===== config.mk =====
export PLATFORM = sky130hd
export DESIGN_NAME = ttl74x597_flat
export DESIGN_NICKNAME = d
export VERILOG_FILES = /design/src/rtl/ttl74x597_if.sv /design/src/rtl/ttl74x597.sv /design/src/flat_wrapper.sv
export SDC_FILE = /design/constraint.sdc
export NUM_CORES = 1
export LEC_CHECK = 0
export CELL_PAD_IN_SITES_DETAIL_PLACEMENT = 0
export CELL_PAD_IN_SITES_GLOBAL_PLACEMENT = 1
export CORE_MARGIN = 3
export CORE_UTILIZATION = 40
export CTS_CLUSTER_DIAMETER = 100
export DETAILED_ROUTE_END_ITERATION = 7
export PLACE_DENSITY = 0.86
export SYNTH_ARGS = -nofsm -noshare
export SYNTH_HDL_FRONTEND = slang
export SYNTH_SLANG_ARGS = --single-unit

===== constraint.sdc =====
create_clock -name clk -period 2 [get_ports clk]
set_input_delay 0.4 -clock clk [delete_from_list [all_inputs] [get_ports clk]]
set_output_delay 0.4 -clock clk [all_outputs]
set_load 0.02 [all_outputs]

===== src/rtl/ttl74x597_if.sv =====
// Bus bundle for the ttl74x597 shift register: parallel/serial data and strobes.
// The driver of D/RCK/SLOAD_n/SCK/SER uses master; the register uses slave.
interface ttl74x597_if #(
    parameter int WIDTH = 8
);
    logic [WIDTH-1:0] D;
    logic             RCK;
    logic             SLOAD_n;
    logic             SCK;
    logic             SER;
    logic             QH;
    logic             DONE;

    modport master (
        output D, RCK, SLOAD_n, SCK, SER,
        input  QH, DONE
    );

    modport slave (
        input  D, RCK, SLOAD_n, SCK, SER,
        output QH, DONE
    );
endinterface


===== src/rtl/ttl74x597.sv =====
// SN74LS597-style storage + shift register on a single clock, serialising MSB-first on QH.
// Optional macro TTL74X597_DONE_EN builds a bit counter driving DONE; otherwise DONE is 0.
module ttl74x597 #(
    parameter int WIDTH = 8
) (
    input  logic         clk,
    input  logic         MR_n,
    ttl74x597_if.slave   bus
);
    logic [WIDTH-1:0] storage_q, storage_d;
    logic [WIDTH-1:0] shift_q, shift_d;
    logic             load, shift_en;

    assign load     = ~bus.SLOAD_n;
    assign shift_en = bus.SLOAD_n & bus.SCK;

    // Shift register loads from the pre-edge storage value, so a same-edge capture is not bypassed.
    always_comb begin
        storage_d = storage_q;
        shift_d   = shift_q;
        if (bus.RCK)
            storage_d = bus.D;
        if (load)
            shift_d = storage_q;
        else if (shift_en)
            shift_d = {shift_q[WIDTH-2:0], bus.SER};
    end

    always_ff @(posedge clk or negedge MR_n) begin
        if (!MR_n) begin
            storage_q <= '0;
            shift_q   <= '0;
        end else begin
            storage_q <= storage_d;
            shift_q   <= shift_d;
        end
    end

    assign bus.QH = shift_q[WIDTH-1];

`ifdef TTL74X597_DONE_EN
    localparam int CW = $clog2(WIDTH + 1);
    logic [CW-1:0] cnt_q, cnt_d;

    always_comb begin
        cnt_d = cnt_q;
        if (load)
            cnt_d = '0;
        else if (shift_en && (cnt_q < CW'(WIDTH)))
            cnt_d = cnt_q + CW'(1);
    end

    always_ff @(posedge clk or negedge MR_n) begin
        if (!MR_n)
            cnt_q <= '0;
        else
            cnt_q <= cnt_d;
    end

    assign bus.DONE = (cnt_q == CW'(WIDTH));
`else
    assign bus.DONE = 1'b0;
`endif
endmodule


===== src/flat_wrapper.sv =====
// flat-port wrapper written by rule: the top's interface ports become plain ports
module ttl74x597_flat 
#(
    parameter int WIDTH = 8
)
  (clk, MR_n, bus_D, bus_RCK, bus_SLOAD_n, bus_SCK, bus_SER, bus_QH, bus_DONE);
  ttl74x597_if #(.WIDTH(WIDTH)) bus_i ();
  input  logic clk;
  input  logic MR_n;
  input wire logic [$bits(bus_i.D)-1:0] bus_D;
  input wire logic [$bits(bus_i.RCK)-1:0] bus_RCK;
  input wire logic [$bits(bus_i.SLOAD_n)-1:0] bus_SLOAD_n;
  input wire logic [$bits(bus_i.SCK)-1:0] bus_SCK;
  input wire logic [$bits(bus_i.SER)-1:0] bus_SER;
  output wire logic [$bits(bus_i.QH)-1:0] bus_QH;
  output wire logic [$bits(bus_i.DONE)-1:0] bus_DONE;
  assign bus_i.D = bus_D;
  assign bus_i.RCK = bus_RCK;
  assign bus_i.SLOAD_n = bus_SLOAD_n;
  assign bus_i.SCK = bus_SCK;
  assign bus_i.SER = bus_SER;
  assign bus_QH = bus_i.QH;
  assign bus_DONE = bus_i.DONE;
  ttl74x597 #(.WIDTH(WIDTH)) u_core (.clk(clk), .MR_n(MR_n), .bus(bus_i));
endmodule

==> metrics.cfg, run 1 <==
[synthesis]
ys_seq_elements=16
synth_seq_area_share_pct=57.8
yosys.area_share.xor_xnor_pct=0
synth_compound_area_share_pct=5.78
synth_area_per_cell_um2=12.8
synthesis.area_um2=693
syn_nets=68
synth_top_family_by_area=multiplexers
yosys.area_share.adder_pct=0
synthSimpleGateAreaFrac_pct=4.33
yosysWarningCount=0
ys_types=8
muxShareOfSynthArea_pct=24.5
synthesis.instances=54

[grt]
first_global_vias=393
grt_pass1_wl_um=1550
grt.met3_usage_pct=2.26
antenna_found_initial=0
grtUsageTotal_pct=9.88
met2_usage_pct=14.2
top_usage_layer=met2
grt_util_met1_pct=13.3
overflow=0
grt_max_degree=17

[floorplanning]
initial_core_util_pct=44.0
pin_count=16
dieArea_um2=2270
die_w_um=47.6
rows=14
die_y_um=47.6
fp.coreArea_um2=1580

[setup_path]
cp-start-kind=register
worstPathRequired_ns=1.60
crit_slowest_cell=clkdlybuf4s50_1
reg2reg_slack_ns=1.24
endpoint_kind=primary output
crit_path_start=u_core.shift_q[7]
cp_max_fo=2
critPathKind=register to primary output
crit_chain=clkdlybuf4s50_1
timing.rr.end=u_core.shift_q[3]
crit_family=buffers and inverters
worstRegToRegCells=2
max_stage_delay_ns=0.61
crit_arrival_ns=1.23
r2r_start=u_core.shift_q[2]
path_buf_inv=1

[placement]
port_buffers=14
dp_hpwl_um=727
gp_congestion=0.665

[sta]
min_period_over_period_pct=81.7
rsz0062_at_grt=no
hold_viol=0
setup_viol=0
slew_violations=0
clock.fmax_ghz=0.612
final.min_clock_period_ns=1.63
fin_tns_setup_ns=0
finClkSkew_ns=0.00256

[route]
drc=0
routed_wirelength_um=929
ant_nets=0
dr_total_vias=405
drt_pre_antenna_iters=2
avgRoutedWirePerCell_um=11.2
drt_iter0_drc=1
avgViaCountPerCell=4.88

[clocking]
cts_inserted_buffers=3
clock_path_buffers=2
cts.htree.levels=1
post-cts-setup-buffers=0
clkLatencyLatePin_ns=0.27
cts_tree=built
hold_buffers=0
cts_resized=0
clk_pin_slew_ns=0.08
root_buffer=clkbuf_4
cts.sink_count=16

[finish]
n_antenna_cell=0
regArea_um2=400
fillCellCount=138
post-route-util_pct=52.9
area_growth_pct=20.4
multi_input_area_um2=244
drive_above_1_share_pct=17.9
nNetsFinal=83

[run]
drv_cap=0

[worst_hold_path]
hp-class=input port to async pin

[power_and_ir_drop]
leakage_uw=0.000365
power.total_uw=639
powerDensity_nw_per_um2=765
ir_drop_uv=504

[run_status]
status=completed

-- layout make-up --
cell class              instances  area share, %
multi-input cells              33           29.2
well taps                      16           2.40
clock buffers                   3           2.70
flip-flops and latches         16           48.0
repair buffers                 15           17.7
-- how the worst max path moves through the flow --
stage / to / slack (ns) / cells after the start
final: bus_QH / 0.37 / 1
after global routing: bus_QH / 0.31 / 1
after CTS: bus_QH / 0.35 / 1
after detailed placement: u_core.shift_q[5] / 0.37 / 3
after global placement: u_core.shift_q[0] / 0.39 / 3
after floorplan: u_core.storage_q[0] / 1.06 / 2
-- placed cells by master (no fill, tap or decap) --
cell type	netlist	layout
dfrtp_1	16	16
clkdlybuf4s50_1	0	14
mux2i_1	8	8
nor2_1	8	8
a21oi_1	8	8
mux2_2	8	8
clkbuf_4	0	3
conb_1	1	1
buf_4	2	1
-- per-stage QoR --
step / setup WS, ns / instance area [um2] / hold slack (ns) / instances
final: 0.367 / 835 / 0.433 / 83
after global routing: 0.309 / 835 / 0.441 / 83
after CTS: 0.351 / 835 / 0.428 / 83
after detailed placement: 0.371 / 812 / 0.498 / 80
after global placement: 0.387 / 812 / 0.491 / 80
after floorplan: 1.06 / 693 / 0.104 / 54
-- Yosys cell counts (all sizes together) --
cell type,number,area [um2]
mux2,8,90.1
mux2i,8,80.1
conb,1,3.75
dfrtp,16,400
a21oi,8,40.0
buf,5,48.8
nor2,8,30.0
-- routing by layer --
layer	routed length (um)	vias up
met5	0	-
met4	0	0
met3	50	0
met2	435	9
met1	443	189
li1	-	207
-- registers in the layout, indices dropped and copies added, names as in the netlist --
name and cells:
u_core.storage_q 8, u_core.shift_q 8
-- where the power goes --
group          total (uW)  switching [uW]  internal (uW)
Combinational         106            43.0           62.7
Clock                 154            84.7           69.6
Sequential            379            18.2            361
Total                 639             146            493
-- kinds of logic (layout without fill, tap and decap cells) --
family,Yosys count,after routing
buf+inv,5,18
simple gates,8,8
compound gates,8,8
other cells,1,1
flops,16,16
mux,16,16
(Power assumes the default switching activity.)
==> run 2, diff against run 1 <==
- CORE_UTILIZATION: 40 -> 37
- PLACE_DENSITY: 0.86 -> 0.81
- clock period: 2 -> 1.6 ns (I/O delays scaled with it)
==> metrics.cfg, run 2 (same netlist as run 1, synthesis figures left out) <==
[grt]
first_global_vias=380  ; was 393
grt_max_degree=17  ; unchanged
grtUsageTotal_pct=8.82  ; was 9.88%
grt_pass1_wl_um=1590  ; was 1550 um
overflow=0  ; unchanged
antenna_found_initial=0  ; unchanged

[floorplanning]
initial_core_util_pct=39.7  ; was 44.0%
dieArea_um2=2430  ; was 2270 um2
die_w_um=49.3  ; was 47.6 um
pin_count=16  ; unchanged
fp.coreArea_um2=1750  ; was 1580 um2
die_y_um=49.3  ; was 47.6 um
rows=15  ; was 14

[sta]
hold_viol=0  ; unchanged
min_period_over_period_pct=96.3
final.min_clock_period_ns=1.54
setup_viol=0  ; unchanged
rsz0062_at_grt=no  ; unchanged
clock.fmax_ghz=0.649
fin_tns_setup_ns=0  ; unchanged
slew_violations=0  ; unchanged
finClkSkew_ns=0.00339  ; was 0.00256 ns

[setup_path]
crit_arrival_ns=1.22  ; was 1.23 ns
cp_max_fo=2  ; unchanged
cp-start-kind=register  ; unchanged
worstPathRequired_ns=1.28  ; was 1.60 ns
critPathKind=register to primary output  ; unchanged
r2r_start=u_core.storage_q[0]  ; was u_core.shift_q[2]
path_buf_inv=1  ; unchanged
crit_slowest_cell=clkdlybuf4s50_1  ; unchanged
crit_chain=clkdlybuf4s50_1  ; unchanged
crit_path_start=u_core.shift_q[7]  ; unchanged
endpoint_kind=primary output  ; unchanged
max_stage_delay_ns=0.60  ; was 0.61 ns
crit_family=buffers and inverters  ; unchanged

[clocking]
cts.htree.levels=1  ; unchanged
root_buffer=clkbuf_4  ; unchanged
clock_path_buffers=2  ; unchanged
post-cts-setup-buffers=0  ; unchanged
clkLatencyLatePin_ns=0.28  ; was 0.27 ns
clk_pin_slew_ns=0.09  ; was 0.08 ns
cts_inserted_buffers=3  ; unchanged
cts.sink_count=16  ; unchanged
hold_buffers=0  ; unchanged
cts_tree=built  ; unchanged
cts_resized=0  ; unchanged

[power_and_ir_drop]
clkPwrFrac_pct=29.5  ; was 24.2%
ir_drop_uv=501  ; was 504 uV
p_comb_share_pct=15.6  ; was 16.5%
powerDensity_nw_per_um2=985  ; was 765 nW/um2
power_switching_share_pct=22.1  ; was 22.8%
seqPwrFrac_pct=54.9  ; was 59.3%
leakage_uw=0.000382  ; was 0.000365 uW
internal-power_uw=671  ; was 493 uW
p_sw_uw=191  ; was 146 uW

[run_status]
status=completed  ; unchanged

[route]
avgViaCountPerCell=4.35  ; was 4.88
drt_iter0_drc=2  ; was 1
routed_wirelength_um=893  ; was 929 um
ant_nets=0  ; unchanged
avgRoutedWirePerCell_um=9.40  ; was 11.2 um
drc=0  ; unchanged
dr_total_vias=413  ; was 405
drt_pre_antenna_iters=4  ; was 2

[finish]
drive_above_1_share_pct=21.4  ; was 17.9%
n_antenna_cell=0  ; unchanged
final_cell_area_um2=875  ; was 835 um2
finalNonFillerCells=95  ; was 83
layout_common_cells=dfrtp_1, clkdlybuf4s50_1  ; unchanged
area_growth_pct=26.2  ; was 20.4%
nNetsFinal=85  ; was 83
layout_commonest_cell=dfrtp_1  ; unchanged
top_regs=u_core.shift_q x8, u_core.storage_q x8  ; unchanged

[placement]
dp_hpwl_um=706  ; was 727 um
port_buffers=14  ; unchanged
dp_cells=91  ; was 80
gp_congestion=0.649  ; was 0.665
placedInstanceArea_um2=838  ; was 812 um2

[run]
drv_cap=0  ; unchanged

[worst_hold_path]
hp-class=input port to async pin  ; unchanged

==> run 2: power by group through the flow <==
stage / sequential, uW / combinational [uW] / clock (uW)
after floorplan: 481 / 84.0 / 0
after global placement: 481 / 134 / 0
after detailed placement: 482 / 137 / 0
after CTS: 474 / 137 / 267
after global routing: 479 / 150 / 283
final: 473 / 134 / 254
==> run 2: final timing paths <==
check / slack (ns) / cells after the start / endpoint
worst max-delay path: 0.06 / 1 / bus_QH
worst min-delay path: 0.34 / 2 / u_core.shift_q[0]
worst max register to register: 0.84 / 1 / u_core.storage_q[0]
worst min register to register: 0.52 / 1 / u_core.storage_q[2]
max in group asynchronous: 1.08 / 2 / u_core.storage_q[6]
min in group clk: 0.52 / 1 / u_core.storage_q[2]
==> run 2: metrics by stage <==
step / hold WS (ns) / utilization (%) / power, uW / worst slack (ns)
after CTS: 0.336 / 50.1 / 878 / 0.0349
after detailed placement: 0.502 / 48.0 / 619 / 0.107
after global placement: 0.498 / 48.0 / 615 / 0.119
after floorplan: 0.0244 / - / 565 / 0.736
final: 0.342 / 50.1 / 861 / 0.0589
after global routing: 0.358 / 50.1 / 912 / 0.00642
==> run 2: cell type report <==
class                   instances  area [um2]
repair buffers                 17         163
flip-flops and latches         16         400
well taps                      25        31.3
multi-input cells              33         244
fillers                       156         871
clock buffers                   4        36.3
==> run 2: routing by layer <==
layer	track usage, %	wire length, um	vias to the layer above
met4	8.53	17	0
met3	2.14	56	2
met1	9.73	391	185
met2	13.6	428	9
li1	-	-	217
met5	0	0	-
